## src/rtl/poly_shift_pkg.sv

```systemverilog
`default_nettype none
// ============================================================================
// Module      : poly_shift_pkg
// Description : Shared types and constants for the POKEY serial/poly shift
//               engine (FSM state encoding, default 8-bit poly taps and the
//               bit-counter width helper).
// Revision    : 1.0 - initial release
// ============================================================================
package poly_shift_pkg;

    // Transfer sequencer states
    typedef enum logic [1:0] {
        ST_IDLE  = 2'd0,
        ST_SHIFT = 2'd1,
        ST_DONE  = 2'd2
    } state_t;

    // Default feedback taps for the 8-bit poly counter
    localparam logic [7:0] POLY8_TAPS = 8'hB8;

    // Bits needed to hold a count from 0 up to and including width
    function automatic int cnt_width(input int width);
        return $clog2(width + 1);
    endfunction

endpackage : poly_shift_pkg
`default_nettype wire

```

## src/rtl/poly_shift_ctrl.sv

```systemverilog
`default_nettype none
// ============================================================================
// Module      : poly_shift_ctrl
// Description : Transfer sequencer for poly_shift_reg. IDLE/SHIFT/DONE FSM
//               plus a down-counting bit counter; produces the datapath
//               load/shift strobes and the busy/done flags. Every state
//               change is qualified by the enp slow-clock strobe.
// Revision    : 1.0 - initial release
// ============================================================================
module poly_shift_ctrl
    import poly_shift_pkg::*;
#(
    parameter int WIDTH = 8
) (
    input  logic clk,
    input  logic rst_n,
    input  logic enp,
    input  logic start,
    input  logic load,
    input  logic fb_run,     // free-running poly shift requested while idle
    output logic shift_en,
    output logic load_en,
    output logic busy,
    output logic done
);

    localparam int                   c_cnt_w    = cnt_width(WIDTH);
    localparam logic [c_cnt_w-1:0]   c_cnt_full = c_cnt_w'(WIDTH);
    localparam logic [c_cnt_w-1:0]   c_cnt_one  = c_cnt_w'(1);

    state_t               r_state;
    state_t               w_state_nxt;
    logic [c_cnt_w-1:0]   r_cnt;
    logic [c_cnt_w-1:0]   w_cnt_nxt;

    // State and bit-counter registers; next values already hold when enp=0
    always_ff @(posedge clk or negedge rst_n) begin
        if (!rst_n) begin
            r_state <= ST_IDLE;
            r_cnt   <= '0;
        end else begin
            r_state <= w_state_nxt;
            r_cnt   <= w_cnt_nxt;
        end
    end

    // Next-state, counter and strobe decode; start beats load beats shift/hold
    always_comb begin
        w_state_nxt = r_state;
        w_cnt_nxt   = r_cnt;
        shift_en    = 1'b0;
        load_en     = 1'b0;
        if (enp) begin
            case (r_state)
                ST_IDLE: begin
                    if (start) begin
                        load_en     = 1'b1;
                        w_cnt_nxt   = c_cnt_full;
                        w_state_nxt = ST_SHIFT;
                    end else if (load) begin
                        load_en     = 1'b1;
                    end else if (fb_run) begin
                        shift_en    = 1'b1;
                    end
                end
                ST_SHIFT: begin
                    // start/load are ignored until the transfer finishes
                    shift_en  = 1'b1;
                    w_cnt_nxt = r_cnt - c_cnt_one;
                    if (r_cnt == c_cnt_one) begin
                        w_state_nxt = ST_DONE;
                    end
                end
                ST_DONE: begin
                    if (start) begin
                        // Back-to-back transfer with no idle gap
                        load_en     = 1'b1;
                        w_cnt_nxt   = c_cnt_full;
                        w_state_nxt = ST_SHIFT;
                    end else begin
                        load_en     = load;
                        w_state_nxt = ST_IDLE;
                    end
                end
                default: begin
                    w_state_nxt = ST_IDLE;
                    w_cnt_nxt   = '0;
                end
            endcase
        end
    end

    assign busy = (r_state == ST_SHIFT);
    assign done = (r_state == ST_DONE);

endmodule : poly_shift_ctrl
`default_nettype wire

```

## src/rtl/poly_shift_reg.sv

```systemverilog
`default_nettype none
// ============================================================================
// Module      : poly_shift_reg
// Description : WIDTH-bit serial shift engine for the POKEY serial/poly
//               datapath. Parallel load, selectable shift direction, and a
//               start/busy/done transfer sequence, all qualified by enp.
//               Optional macro POLY_SHIFT_FB_EN enables LFSR feedback
//               (TAP_MASK) and free-running poly mode while idle.
// Revision    : 1.0 - initial release
// ============================================================================
module poly_shift_reg
    import poly_shift_pkg::*;
#(
    parameter int               WIDTH     = 8,
    parameter int               MSB_FIRST = 0,
    parameter logic [WIDTH-1:0] TAP_MASK  = WIDTH'(POLY8_TAPS)
) (
    input  logic             clk,
    input  logic             rst_n,
    input  logic             enp,
    input  logic             start,
    input  logic             load,
    input  logic [WIDTH-1:0] ld_data,
    input  logic             sin,
    input  logic             fb_en,
    output logic [WIDTH-1:0] q,
    output logic             sout,
    output logic             busy,
    output logic             done
);

    logic [WIDTH-1:0] r_q;
    logic [WIDTH-1:0] w_q_shift;
    logic             w_sin_eff;
    logic             w_fb_run;
    logic             w_shift_en;
    logic             w_load_en;

`ifdef POLY_SHIFT_FB_EN
    // Tapped parity folded into the incoming bit whenever feedback is on
    assign w_sin_eff = sin ^ (fb_en & (^(r_q & TAP_MASK)));
    assign w_fb_run  = fb_en;
`else
    // Feedback absent: fb_en and the tap mask are deliberately left dangling
    logic             w_unused_fb;
    localparam logic [WIDTH-1:0] c_unused_taps = TAP_MASK;
    assign w_unused_fb = fb_en ^ (^c_unused_taps);
    assign w_sin_eff   = sin;
    assign w_fb_run    = 1'b0;
`endif

    generate
        if (MSB_FIRST != 0) begin : g_msb_first
            assign w_q_shift = {r_q[WIDTH-2:0], w_sin_eff};
            assign sout      = r_q[WIDTH-1];
        end else begin : g_lsb_first
            assign w_q_shift = {w_sin_eff, r_q[WIDTH-1:1]};
            assign sout      = r_q[0];
        end
    endgenerate

    poly_shift_ctrl #(
        .WIDTH    (WIDTH)
    ) u_ctrl (
        .clk      (clk),
        .rst_n    (rst_n),
        .enp      (enp),
        .start    (start),
        .load     (load),
        .fb_run   (w_fb_run),
        .shift_en (w_shift_en),
        .load_en  (w_load_en),
        .busy     (busy),
        .done     (done)
    );

    // Shift register: parallel load wins over shifting; strobes already carry enp
    always_ff @(posedge clk or negedge rst_n) begin
        if (!rst_n) begin
            r_q <= '0;
        end else if (w_load_en) begin
            r_q <= ld_data;
        end else if (w_shift_en) begin
            r_q <= w_q_shift;
        end
    end

    assign q = r_q;

endmodule : poly_shift_reg
`default_nettype wire
```

## config.mk

```make
export PLATFORM = sky130hd
export DESIGN_NAME = poly_shift_reg
export DESIGN_NICKNAME = d
export VERILOG_FILES = /design/src/rtl/poly_shift_pkg.sv /design/src/rtl/poly_shift_ctrl.sv /design/src/rtl/poly_shift_reg.sv
export SDC_FILE = /design/constraint.sdc
export NUM_CORES = 1
export LEC_CHECK = 0
export ABC_AREA = 1
export CORE_UTILIZATION = 40
export DETAILED_ROUTE_END_ITERATION = 10
export HOLD_SLACK_MARGIN = 0.08
export PLACE_DENSITY = 0.74
export RECOVER_POWER = 100
export REMOVE_ABC_BUFFERS = 1
export SYNTH_ARGS = -nofsm -noshare
export SYNTH_HDL_FRONTEND = slang
export SYNTH_SLANG_ARGS = --single-unit
```

## constraint.sdc

```tcl
create_clock -name clk -period 1.2 [get_ports clk]
set_input_delay 0.18 -clock clk [delete_from_list [all_inputs] [get_ports clk]]
set_output_delay 0.18 -clock clk [all_outputs]
set_load 0.05 [all_outputs]
```

### Word-level counts from Yosys, hierarchy flattened

Cells that the tools add are included.

| cells by class | value |
|---|---|
| eq/ne operators | 6 |
| mux-type cells | 15 |
| add/sub/neg operators | 1 |
| reduce and logical (&&, ||, !) cells | 5 |

Operators by type and width:

| operator | count |
|---|---|
| 8-bit 2-to-1 mux | 2 |
| 4-bit case mux with 2 select lines | 1 |
| 1-bit 2-to-1 mux | 7 |
| 2-bit case mux with 3 select lines | 1 |
| 4-bit by 1-bit equality test with 1-bit output, second input constant | 1 |
| 2-bit 2-to-1 mux | 2 |
| 4-bit 2-to-1 mux | 1 |
| 2-bit by 1-bit != test with 1-bit output, second input constant | 2 |
| 4-bit by 1-bit subtractor with 4-bit output, second input constant | 1 |
| 3-bit AND reduction | 1 |
| 2-bit by 1-bit equality test with 1-bit output, second input constant | 1 |
| 2-bit equality test, second input constant | 1 |
| 2-bit zero test | 1 |
| 2-bit != test, second input constant | 1 |
| 1-bit case mux with 2 select lines | 1 |
| 2-bit AND reduction | 1 |
| 2-bit nonzero test | 1 |
| 2-bit OR reduction | 1 |

| storage, ports and cells | value |
|---|---|
| bits of input ports | 15 |
| output and inout port bits | 11 |
| register bits after elaboration | 14 |
| word-level logic and storage cells | 30 |

### Depth between registers and ports, before layout

| logic depth | value |
|---|---|
| depth in word-level cells | 5 |
| depth in mapped cells | 7 |
| mapped depth without buffers | 7 |

### Cells and area by module

From an unflattened synthesis, not the netlist that was laid out.

| unflattened totals | value |
|---|---|
| cells, all modules | 97 |
| area, all modules | 775.7 µm² |

By module, submodules not included:

| module | times used | cells each | sequential area each (µm²) | area an instance (µm²) |
|---|---|---|---|---|
| poly_shift_ctrl | 1 | 51 | 150.1 | 390.4 |
| poly_shift_reg | 1 | 46 | 200.2 | 385.4 |

### Least setup slack after synthesis

Ideal clock, no wire load.

| path | value |
|---|---|
| path kind | register to output |
| start | register u_ctrl.r_state[1] |
| end | output done |
| buffers on the path | 0 |
| required time | 1.020 ns |
| data arrival time | 1.251 ns |
| cell stages (with the launch flop) | 3 |
| path slack | -0.231 ns |
| cells stage by stage | dfrtp_1 inv_1 nor2_1 |

| between the ends | value |
|---|---|
| longest elaborated chain between the ends | 1 |

Ends and longest elaborated chain:

| item | line | RTL |
|---|---|---|
| start: declaration | poly_shift_ctrl.sv:31 | `state_t r_state;` |
| start signal: assignment | poly_shift_ctrl.sv:42 | `r_state <= w_state_nxt;` |
| 2-bit equality test | poly_shift_ctrl.sv:94 | `assign done = (r_state == ST_DONE);` |
| end: declaration | poly_shift_reg.sv:29 | `output logic done` |

Every way passes these cells.

### Final worst setup path

| path | value |
|---|---|
| start | register u_ctrl.r_state[0] |
| end | output busy |

| between the ends | value |
|---|---|
| longest elaborated chain between the ends | 1 |

Ends and longest elaborated chain:

| item | line | RTL |
|---|---|---|
| 2-bit by 1-bit equality test with 1-bit output | poly_shift_ctrl.sv:93 | `assign busy = (r_state == ST_SHIFT);` |
| end: declaration | poly_shift_reg.sv:28 | `output logic busy,` |

Every way passes these cells.

==> summary.md <==
### Synth
• sequential element share of the synthesized area: 0.447
• cell accounting for the most synthesized area: dfrtp_1
• post-synthesis instance area: 785 um2
• Syn Inst Count: 103
• Mean Syn Cell Area: 7.62 um2
• Synth area leaders: dfrtp_1 45%, nand2_1 18%, nand3_1 6.4%, inv_1 5.3%, o21ai_0 3.8%
• Ys Warns: 0
• number of synthesized register bits: 14
• Distinct cells, synth: 19
• Yosys top cell area share: 0.447

### Die
• number of placement rows: 15
• area of the core region: 0.00178 mm2
• die outline area: 0.00214 mm2
• Die X: 46.3 um
• count of pins on the block boundary: 26
• effective utilization at floorplan: 0.440
• Die Y-Extent: 46.3 um

### Layout
• register area: 353 um2
• final cell count without fillers: 165
• diodes inserted: 0
• area of the multi-input gates: 410 um2
• net total in the final layout: 159
• share of post-route cells with drive strength above 1: 0.314
• Layout area overhead: 50.7%
• final standard cell utilization of the core: 0.663
• count of filler cells inserted in the layout: 145

### Worst setup path
• CP arrival: 1.06 ns
• register-to-register path setup slack: 0 ns
• slowest stage cell, crit path: dfrtp_2
• critical path peak fanout: 5
• number of buffer and inverter stages on the critical path: 2
• worst reg2reg path depth: 7
• Max stage delay on crit path: 0.43 ns
• element type at the critical path end: primary output
• depth of the critical timing path with buffers and inverters included: 3
• data required time of the worst path: 1.02 ns
• Setup crit start kind: register
• cell breakdown of the critical path: inv_2, nor2_4, buf_12
• cell family with most CP delay: flip-flops
• start of the worst register-to-register path: u_ctrl.r_state[0]
• worst setup path class: register to primary output
• endpoint of the worst-slack reg-to-reg timing path: u_ctrl.r_state[0]

### Routing
• count of TritonRoute iterations in the first routing pass: 4
• drt initial violations: 18
• number of vias after detailed routing: 812
• number of vias per cell after detailed routing: 4.92
• post-DR wirelength/cell: 12.3 um
• number of design rule violations left after detail routing: 0
• final wirelength: 2.03 mm
• Routed Antenna Nets: 0

### Clock tree
• cts bufs inserted: 3
• clk_lat worst skew: 0.27 ns
• clock sink count: 14
• clock tree from TritonCTS: yes
• root buffer selected by CTS: clkbuf_4
• Max H-tree Level: 1
• clock-pin transition on the worst setup and hold timing paths: 0.09 ns
• deepest clock path buffer count: 2

### Timing
• Setup WS post-layout: -0.0410 ns
• setup repair after global routing missed its margin: yes
• final hold violation count: 0
• Final Cycle Share: 1.03
• fmax: 806 MHz
• Final Critical Period: 1.24 ns
• Layout Skew: 0.00441 ns
• Worst Max-Slew Pin Slew: 0.813 ns
• Worst Hold Slack: 0.474 ns
• number of pins exceeding their max-slew limit in the final report: 0
• Max-Slew Margin vs Limit: 0.458
• Final setup violation count: 3

### Min path
• Tightest Hold Check Type: input pin to register
• worst min-delay path startpoint: ld_data[1]
• terminating pin of the worst hold path: q[1]
• number of stages on the worst hold path: 3

### Outcome
• violations in the final reports: setup timing
• result of the run: complete, but fails checks

### GRT
• number of global-route vias before repair: 828
• met2 usage in global routing: 0.400
• wire length of the first global-routing pass: 3.42 mm
• global-route track usage on met3: 0.0431
• met1 Use GR: 0.260
• antenna violations before repair: 0
• global routing's busiest layer: met2
• residual overflow from global routing: 0
• overall routing resource usage: 0.223
• pin count of the biggest net entering global routing: 15

### Placement
• Detail Placement HPWL: 1.42 mm
• I/O Buffers: 24
• routability congestion estimate from global placement: 0.877
• minimum setup slack after placement: -0.366 ns
• post-placement cell count: 158

### Job
• number of max-cap violations: 0

### Power and ir drop
• largest vdd supply drop: 1.48 mV
• post-route total power: 3310 uW
• PD cells: 2800 mW/mm2
• reported leakage power: 0.000604 uW

==> timing repair <==
item | in CTS | in global routing
hold buffers | 0 | 0
gates resized for setup | 9 | 14
setup buffers | 3 | 1
setup endpoints to repair | 13 | 14
pin swaps | 1 | 6
==> routing by layer <==
layer,wire [um],vias to the layer above
li1,-,400
met1,858,379
met2,1080,29
met3,72,4
met4,23,0
met5,0,-
==> cells by family (layout without fill, tap and decap cells) <==
logic type / count (synthesis) / in the layout / synth area share
buf+inv: 14 / 51 / 0.0813
xor+xnor: 1 / 1 / 0.0112
compound gates: 12 / 12 / 0.0877
fa+ha+maj: 2 / 2 / 0.0319
simple gates: 60 / 60 / 0.341
flops: 14 / 14 / 0.447
==> report_power, final <==
| group | switching, uW | internal [uW] | total [uW] |
|---|---|---|---|
| clock network | 151 | 116 | 267 |
| registers | 218 | 702 | 920 |
| logic | 1380 | 740 | 2120 |
| total | 1750 | 1560 | 3310 |
==> worst min-delay path: stages <==
cell and delay (ns):
clkdlybuf4s50_1 0.39, nand2_1 0.07, nand3_1 0.07
==> cell type report <==
cell class / instances / area share
Timing Repair Buffer: 36 / 0.271
Clock buffer: 3 / 0.0190
Multi-Input combinational cell: 75 / 0.347
Inverter: 12 / 0.0381
Tap cell: 25 / 0.0265
Sequential cell: 14 / 0.298
==> state kept, by name (all words and copies together) (netlist names) <==
register / cells
u_ctrl.r_cnt: 4
q: 8
u_ctrl.r_state: 2
==> Yosys cell counts (all sizes together) <==
master,n
nand2,39
dfrtp,14
inv,12
nand3,10
nor2,10
o21ai,10
buf,2
ha,2
a21oi,1
nor3,1
o22ai,1
xor2,1
==> cell usage in the layout (no fill, tap or decap), types with 2 or more instances in the layout <==
master,instances
buf_12,2
buf_2,5
buf_4,8
buf_6,3
clkbuf_4,6
clkdlybuf4s50_1,12
dfrtp_1,12
dfrtp_2,2
ha_1,2
inv_1,8
inv_2,4
nand2_1,33
nand2_2,5
nand3_1,10
nor2_1,6
nor2_2,2
o21ai_1,7
o21ai_2,2
==> per-stage QoR <==
step	setup TNS, ns	cell area (um2)
2_1_floorplan	-0.691	766
3_3_place_gp	-3.61	1210
3_5_place_dp	-4.28	1210
4_1_cts	-0.394	1280
5_1_grt	-0.474	1180
6_report	-0.0756	1180
==> worst max path at each step <==
stage          slack, ns               to         startpoint
3_5_place_dp       -0.37             q[5]              start
4_1_cts            -0.06  u_ctrl.r_cnt[2]  u_ctrl.r_state[0]
3_3_place_gp       -0.34             q[6]                enp
2_1_floorplan      -0.23             done  u_ctrl.r_state[1]
6_report           -0.04             busy  u_ctrl.r_state[0]
5_1_grt             -0.1             busy  u_ctrl.r_state[0]
(Power assumes the default switching activity.)
